**config.mk**
```make
export PLATFORM = sky130hd
export DESIGN_NAME = seq_mult_shift_add_flat
export DESIGN_NICKNAME = d
export VERILOG_FILES = /design/src/rtl/seq_mult_shift_add_if.sv /design/src/rtl/seq_mult_shift_add.sv /design/src/flat_wrapper.sv
export SDC_FILE = /design/constraint.sdc
export NUM_CORES = 1
export LEC_CHECK = 0
export ABC_AREA = 1
export BUFFER_PORTS_ARGS = -buffer_cell sky130_fd_sc_hd__buf_2
export CAP_MARGIN = 20
export CORE_UTILIZATION = 60
export CTS_CLUSTER_DIAMETER = 50
export DETAILED_ROUTE_END_ITERATION = 10
export GPL_TIMING_DRIVEN = 0
export PLACE_DENSITY = 0.77
export SYNTH_ARGS = -nofsm -noshare
export SYNTH_HDL_FRONTEND = slang
export SYNTH_SLANG_ARGS = --single-unit
```
**constraint.sdc**
```tcl
create_clock -name clk -period 6.1 [get_ports clk]
set_input_delay 0.61 -clock clk [delete_from_list [all_inputs] [get_ports clk]]
set_output_delay 0.61 -clock clk [all_outputs]
set_load 0.01 [all_outputs]
```
**src/rtl/seq_mult_shift_add_if.sv**
```systemverilog
// Operand/result handshake bundle for seq_mult_shift_add.
//   start       : request a multiply (controller -> multiplier)
//   signed_mode : 1 = two's-complement operands, 0 = unsigned
//   a, b        : multiplicand / multiplier, WIDTH bits each
//   busy        : operation in progress (multiplier -> controller)
//   done        : one-cycle pulse, result newly updated
//   result      : 2*WIDTH-bit product, held until the next completion
interface seq_mult_shift_add_if #(
  parameter int unsigned WIDTH = 8
);
  logic                 start;
  logic                 signed_mode;
  logic [WIDTH-1:0]     a;
  logic [WIDTH-1:0]     b;
  logic                 busy;
  logic                 done;
  logic [2*WIDTH-1:0]   result;

  modport master (
    output start, signed_mode, a, b,
    input  busy, done, result
  );

  modport slave (
    input  start, signed_mode, a, b,
    output busy, done, result
  );
endinterface

```
**src/rtl/seq_mult_shift_add.sv**
```systemverilog
// Multi-cycle shift-and-add multiplier, signed or unsigned operands.
// One multiplier bit is consumed per clock; a product is ready WIDTH
// cycles after the start is accepted.
//   clk  : rising-edge clock
//   rst  : synchronous, active-high reset
//   bus  : slave side of seq_mult_shift_add_if
//          (start/signed_mode/a/b in, busy/done/result out)
// Signed operands are converted to magnitudes on capture and the sign
// is re-applied once to the final accumulator.
module seq_mult_shift_add #(
  parameter int unsigned WIDTH = 8
) (
  input  logic               clk,
  input  logic               rst,
  seq_mult_shift_add_if.slave bus
);

  localparam int unsigned   CW   = $clog2(WIDTH + 1);
  localparam logic [CW-1:0] LAST = CW'(WIDTH - 1);

  typedef enum logic [1:0] {
    IDLE = 2'd0,
    RUN  = 2'd1,
    DONE = 2'd2
  } state_t;

  state_t               state;
  state_t               state_nxt;

  logic [2*WIDTH-1:0]   acc;
  logic [2*WIDTH-1:0]   mcand;
  logic [WIDTH-1:0]     mult;
  logic [CW-1:0]        cnt;
  logic                 neg;
  logic [2*WIDTH-1:0]   result_q;
  logic                 busy_q;
  logic                 done_q;

  logic                 accept;
  logic                 last_iter;
  logic [WIDTH-1:0]     mag_a;
  logic [WIDTH-1:0]     mag_b;
  logic [2*WIDTH-1:0]   acc_sum;
  logic [2*WIDTH-1:0]   prod;

  // ---------------------------------------------------------------
  // Next-state and datapath combinational terms
  // ---------------------------------------------------------------
  always_comb begin
    state_nxt = state;
    accept    = 1'b0;
    last_iter = 1'b0;

    case (state)
      IDLE: begin
        accept = bus.start;
        if (bus.start) state_nxt = RUN;
      end
      RUN: begin
        last_iter = (cnt == LAST);
        if (cnt == LAST) state_nxt = DONE;
      end
      DONE: begin
        // A start in the DONE cycle re-enters RUN without an IDLE gap.
        accept = bus.start;
        state_nxt = bus.start ? RUN : IDLE;
      end
      default: state_nxt = IDLE;
    endcase
  end

  always_comb begin
    mag_a = bus.a;
    mag_b = bus.b;
    // -(-2^(WIDTH-1)) wraps to 2^(WIDTH-1), which is the correct
    // unsigned magnitude in WIDTH bits.
    if (bus.signed_mode && bus.a[WIDTH-1]) mag_a = -bus.a;
    if (bus.signed_mode && bus.b[WIDTH-1]) mag_b = -bus.b;
  end

  always_comb begin
    acc_sum = acc;
    if (mult[0]) acc_sum = acc + mcand;
    prod = neg ? -acc_sum : acc_sum;
  end

  // ---------------------------------------------------------------
  // State register
  // ---------------------------------------------------------------
  always_ff @(posedge clk) begin
    if (rst) state <= IDLE;
    else     state <= state_nxt;
  end

  // ---------------------------------------------------------------
  // Datapath and registered outputs
  // ---------------------------------------------------------------
  always_ff @(posedge clk) begin
    if (rst) begin
      acc      <= '0;
      mcand    <= '0;
      mult     <= '0;
      cnt      <= '0;
      neg      <= 1'b0;
      result_q <= '0;
      busy_q   <= 1'b0;
      done_q   <= 1'b0;
    end else begin
      // Flags follow the next state so they line up with the state
      // register rather than lagging it by a cycle.
      busy_q <= (state_nxt == RUN);
      done_q <= (state_nxt == DONE);

      if (accept) begin
        mcand <= {{WIDTH{1'b0}}, mag_a};
        mult  <= mag_b;
        neg   <= bus.signed_mode & (bus.a[WIDTH-1] ^ bus.b[WIDTH-1]);
        acc   <= '0;
        cnt   <= '0;
      end else if (state == RUN) begin
        acc   <= acc_sum;
        mcand <= mcand << 1;
        mult  <= mult >> 1;
        cnt   <= cnt + CW'(1);
        // The final partial product is folded in on the same edge the
        // result is published.
        if (last_iter) result_q <= prod;
      end
    end
  end

  assign bus.busy   = busy_q;
  assign bus.done   = done_q;
  assign bus.result = result_q;

endmodule
```
**src/flat_wrapper.sv**
```systemverilog
// flat-port wrapper written by rule: the top's interface ports become plain ports
module seq_mult_shift_add_flat 
#(
  parameter int unsigned WIDTH = 8
)
  (clk, rst, bus_start, bus_signed_mode, bus_a, bus_b, bus_busy, bus_done, bus_result);
  seq_mult_shift_add_if #(.WIDTH(WIDTH)) bus_i ();
  input  logic clk;
  input  logic rst;
  input wire logic [$bits(bus_i.start)-1:0] bus_start;
  input wire logic [$bits(bus_i.signed_mode)-1:0] bus_signed_mode;
  input wire logic [$bits(bus_i.a)-1:0] bus_a;
  input wire logic [$bits(bus_i.b)-1:0] bus_b;
  output wire logic [$bits(bus_i.busy)-1:0] bus_busy;
  output wire logic [$bits(bus_i.done)-1:0] bus_done;
  output wire logic [$bits(bus_i.result)-1:0] bus_result;
  assign bus_i.start = bus_start;
  assign bus_i.signed_mode = bus_signed_mode;
  assign bus_i.a = bus_a;
  assign bus_i.b = bus_b;
  assign bus_busy = bus_i.busy;
  assign bus_done = bus_i.done;
  assign bus_result = bus_i.result;
  seq_mult_shift_add #(.WIDTH(WIDTH)) u_core (.clk(clk), .rst(rst), .bus(bus_i));
endmodule
```
==> flow_metrics.py <==
metrics = {
    "floorplan": {
        "fp.dieH_um": 86.7,
        "rows": 30,
        "coreArea_mm2": 0.00687,
        "fp.dieArea_mm2": 0.00752,
        "pin_count": 38,
        "start_util": 0.627,
        "die_width_um": 86.7,
    },
    "synth": {
        "synth_area_mm2": 0.00430,
        "ys.warnings.count": 0,
        "yosysTopAreaCellShare": 0.302,
        "synth_area_leaders": "dfxtp_1 30%, nand2_1 20%, inv_1 9.0%",
        "syn_nets": 739,
        "ys_seq_area_frac": 0.302,
        "ys_types": 32,
        "synth_compound_area_frac": 0.156,
        "yosysTopAreaCell": "dfxtp_1",
        "syn_inst": 699,
        "synth-simple-area-share": 0.330,
        "synth-xor-area-share": 0.0346,
        "syn_area_per_cell_um2": 6.16,
        "synth-adder-area-share": 0.0599,
        "muxShareOfSynthArea": 0,
        "synth_top_family_by_area": "simple AND/OR/NAND/NOR gates",
        "synth_seq_cells": 65,
    },
    "timing": {
        "period_share": 0.452,
        "slew_violations": 0,
        "worst_pin_slew_ps": 527,
        "finalSetupViolations": 0,
        "maxSlewHeadroom": 0.649,
        "max_freq_mhz": 363,
        "hold_slack_ps": 468,
        "rsz0062_at_grt": "no",
        "finClkSkew_ps": 7.34,
        "post-route-min-period_ps": 2760,
        "fin_setup_tns_ps": 0,
        "hold_violations": 0,
    },
    "setup_path": {
        "required_ps": 6340,
        "worstReg2RegStart": "u_core.acc[0]",
        "cp.arrival_ps": 3000,
        "crit_top_cell": "nand2_1",
        "slowest_stage": "fa_1",
        "path_buf_inv": 3,
        "crit_type": "register to register",
        "crit_chain": "ha_1 > inv_1 > fa_1 > nand2_1 > o21ai_1 > ha_1 > inv_1 > nor2_1 > nand2_1 > nor2_1 > nand2_1 > o21ai_2 > nand2_1 > nand2_1 > nand2_1 > o21ai_1 > inv_1",
        "end_kind": "register",
        "critPathTopFamily": "adder cells",
        "start_kind": "register",
        "r2r_slack_ps": 3340,
        "path_max_fanout": 4,
        "cp_slowest_stage_delay_ps": 500,
        "r2r_cells": 17,
        "timing.rr.end": "u_core.bus.result[10]",
    },
    "drt": {
        "viasPerCell": 5.38,
        "ant_nets": 0,
        "drt-initial-drc-count": 275,
        "drt-total-wl_um": 10900,
        "wl_per_cell_um": 12.9,
        "via_count": 4561,
        "drcViolationCount": 0,
        "dr.pass1.iters": 5,
    },
    "grt": {
        "antenna_found_initial": 0,
        "grt_pass1_wl_um": 18300,
        "first_global_vias": 4098,
        "grt_start_max_net_pins": 12,
        "grt_overflow_total": 0,
        "grt_usage": 0.313,
    },
    "place": {
        "post-dp-hpwl_um": 8310,
        "dp_cells": 832,
        "place_congestion": 0.938,
        "numPortBuffers": 37,
        "postPlaceCellArea_mm2": 0.00461,
    },
    "layout": {
        "area_growth_pct": 11.8,
        "drive_gt1_frac": 0.0879,
        "final_net_count": 787,
        "final_cells": 847,
        "multiInputGateArea_mm2": 0.00250,
        "final_area_mm2": 0.00481,
        "diodes": 0,
        "seq_area_mm2": 0.00130,
        "nFillCells": 653,
    },
    "cts": {
        "clkLatencyLatePin_ps": 350,
        "cts.path.max_buffers": 2,
        "cts_resized": 0,
        "htreeDepth": 3,
        "ctsRootBufferMaster": "clkbuf_8",
        "ctsHoldBuffers": 0,
        "post_cts_buffers": 0,
        "cts.sinks": 65,
        "cts_tree": "built",
        "clk_pin_slew_ps": 70,
        "cts_made_buffers": 9,
    },
    "power_and_ir_drop": {
        "peakVddDrop_mv": 0.179,
        "p_per_area_mw_per_mm2": 223,
        "total_leakage_power_nw": 2.51,
        "p_total_mw": 1.07,
    },
    "worst_hold_path": {
        "holdCritStartpoint": "u_core.mult[4]",
        "min_path_cells": 2,
        "hold_path_class": "register to register",
        "min_to": "u_core.mult[4]",
    },
    "job": {
        "cap_violations": 0,
    },
    "run_status": {
        "outcome": "finished, final reports clean",
    },
}
## cell families after synthesis
logic type / Yosys count
xor gates and xnor gates: 17
buffers and inverters: 132
and+or+nand+nor: 345
adders and majority gates: 20
DFF: 65
AOI/OAI and AO/OA: 120
## report_power, final
group	total, mW	switching, mW	internal [mW]
clock network	0.377	0.168	0.209
logic	0.239	0.162	0.0764
registers	0.456	0.0145	0.442
## final cells by class
cell class                      instances  area share
Inverter                              110      0.0858
Sequential cell                        65       0.270
Timing Repair Buffer                   37      0.0385
Clock inverter                          4      0.0109
Clock buffer                           11      0.0315
Tap cell                               96      0.0250
Multi-Input combinational cell        502       0.519
Buffer                                 22      0.0187
## registers in the layout (all words and copies together), names as in the netlist
register,flops
u_core.state,2
u_core.mult,8
u_core.bus.done,1
u_core.cnt,4
u_core.acc,16
u_core.bus.result,16
u_core.mcand,16
u_core.neg,1
u_core.bus.busy,1
## placed cells by master, fill, tap and decap left out
cell type     n
o211ai_1     13
or4_1         1
nor2_2        2
ha_1         19
xor2_1       14
inv_1       103
and2_1        3
fa_1          1
o31ai_1       3
nor3_1        7
nor2_4        1
a31oi_1       4
dfxtp_1      65
inv_2         4
nand3_1      53
nand4_1       6
clkbuf_8     11
xnor2_1       3
clkbuf_1     21
o21ai_0      37
a211oi_1      2
and3_1        1
o21bai_1      1
nand2_1     225
buf_2        37
clkinvlp_4    3
buf_6         1
nand2_2       4
bufinv_16     1
clkinv_1      3
nor2_1       42
o221ai_1      1
o21ai_1       6
a21oi_1      49
a221oi_1      2
o21ai_2       2
## cells in the mapped netlist (all sizes together)
| cell type | count |
|---|---|
| nand2 | 229 |
| inv | 107 |
| dfxtp | 65 |
| nand3 | 53 |
| a21oi | 49 |
| nor2 | 45 |
| o21ai | 45 |
| clkbuf | 21 |
| ha | 19 |
| xor2 | 14 |
| o211ai | 13 |
| nor3 | 7 |
| nand4 | 6 |
| a31oi | 4 |
| and2 | 3 |
| clkinv | 3 |
| o31ai | 3 |
| xnor2 | 3 |
| a211oi | 2 |
| a221oi | 2 |
| and3 | 1 |
| buf | 1 |
| fa | 1 |
| o21bai | 1 |
| o221ai | 1 |
| or4 | 1 |
## tightest hold or removal path, cell delays in order (launching register included)
cell     delay, ps
dfxtp_1        310
nand2_1         60
a21oi_1         60
## layer usage
metal	track usage	vias to the layer above	wire length (um)
met2	0.506	148	4680
met1	0.432	2064	5370
met3	0.0457	20	687
li1	-	2329	-
met4	0.0970	0	200
met5	0	-	0
## per-stage QoR
| step | setup slack, ps | utilization |
|---|---|---|
| 2_1_floorplan | 3710 | - |
| 3_3_place_gp | 3380 | 0.671 |
| 3_5_place_dp | 3380 | 0.671 |
| 4_1_cts | 3350 | 0.701 |
| 5_1_grt | 3010 | 0.701 |
| 6_report | 3340 | 0.701 |
## worst max path at each step
stage	slack (ps)	endpoint	depth (start not counted)	start
after global placement	3380	u_core.bus.result[10]	17	u_core.acc[0]
after global routing	3010	u_core.bus.result[14]	19	u_core.acc[0]
final	3340	u_core.bus.result[10]	17	u_core.acc[0]
after floorplan	3710	u_core.bus.result[10]	17	u_core.acc[0]
after detailed placement	3380	u_core.bus.result[10]	17	u_core.acc[0]
after CTS	3350	u_core.bus.result[10]	17	u_core.acc[0]
Power figures use the tool's default switching activity.
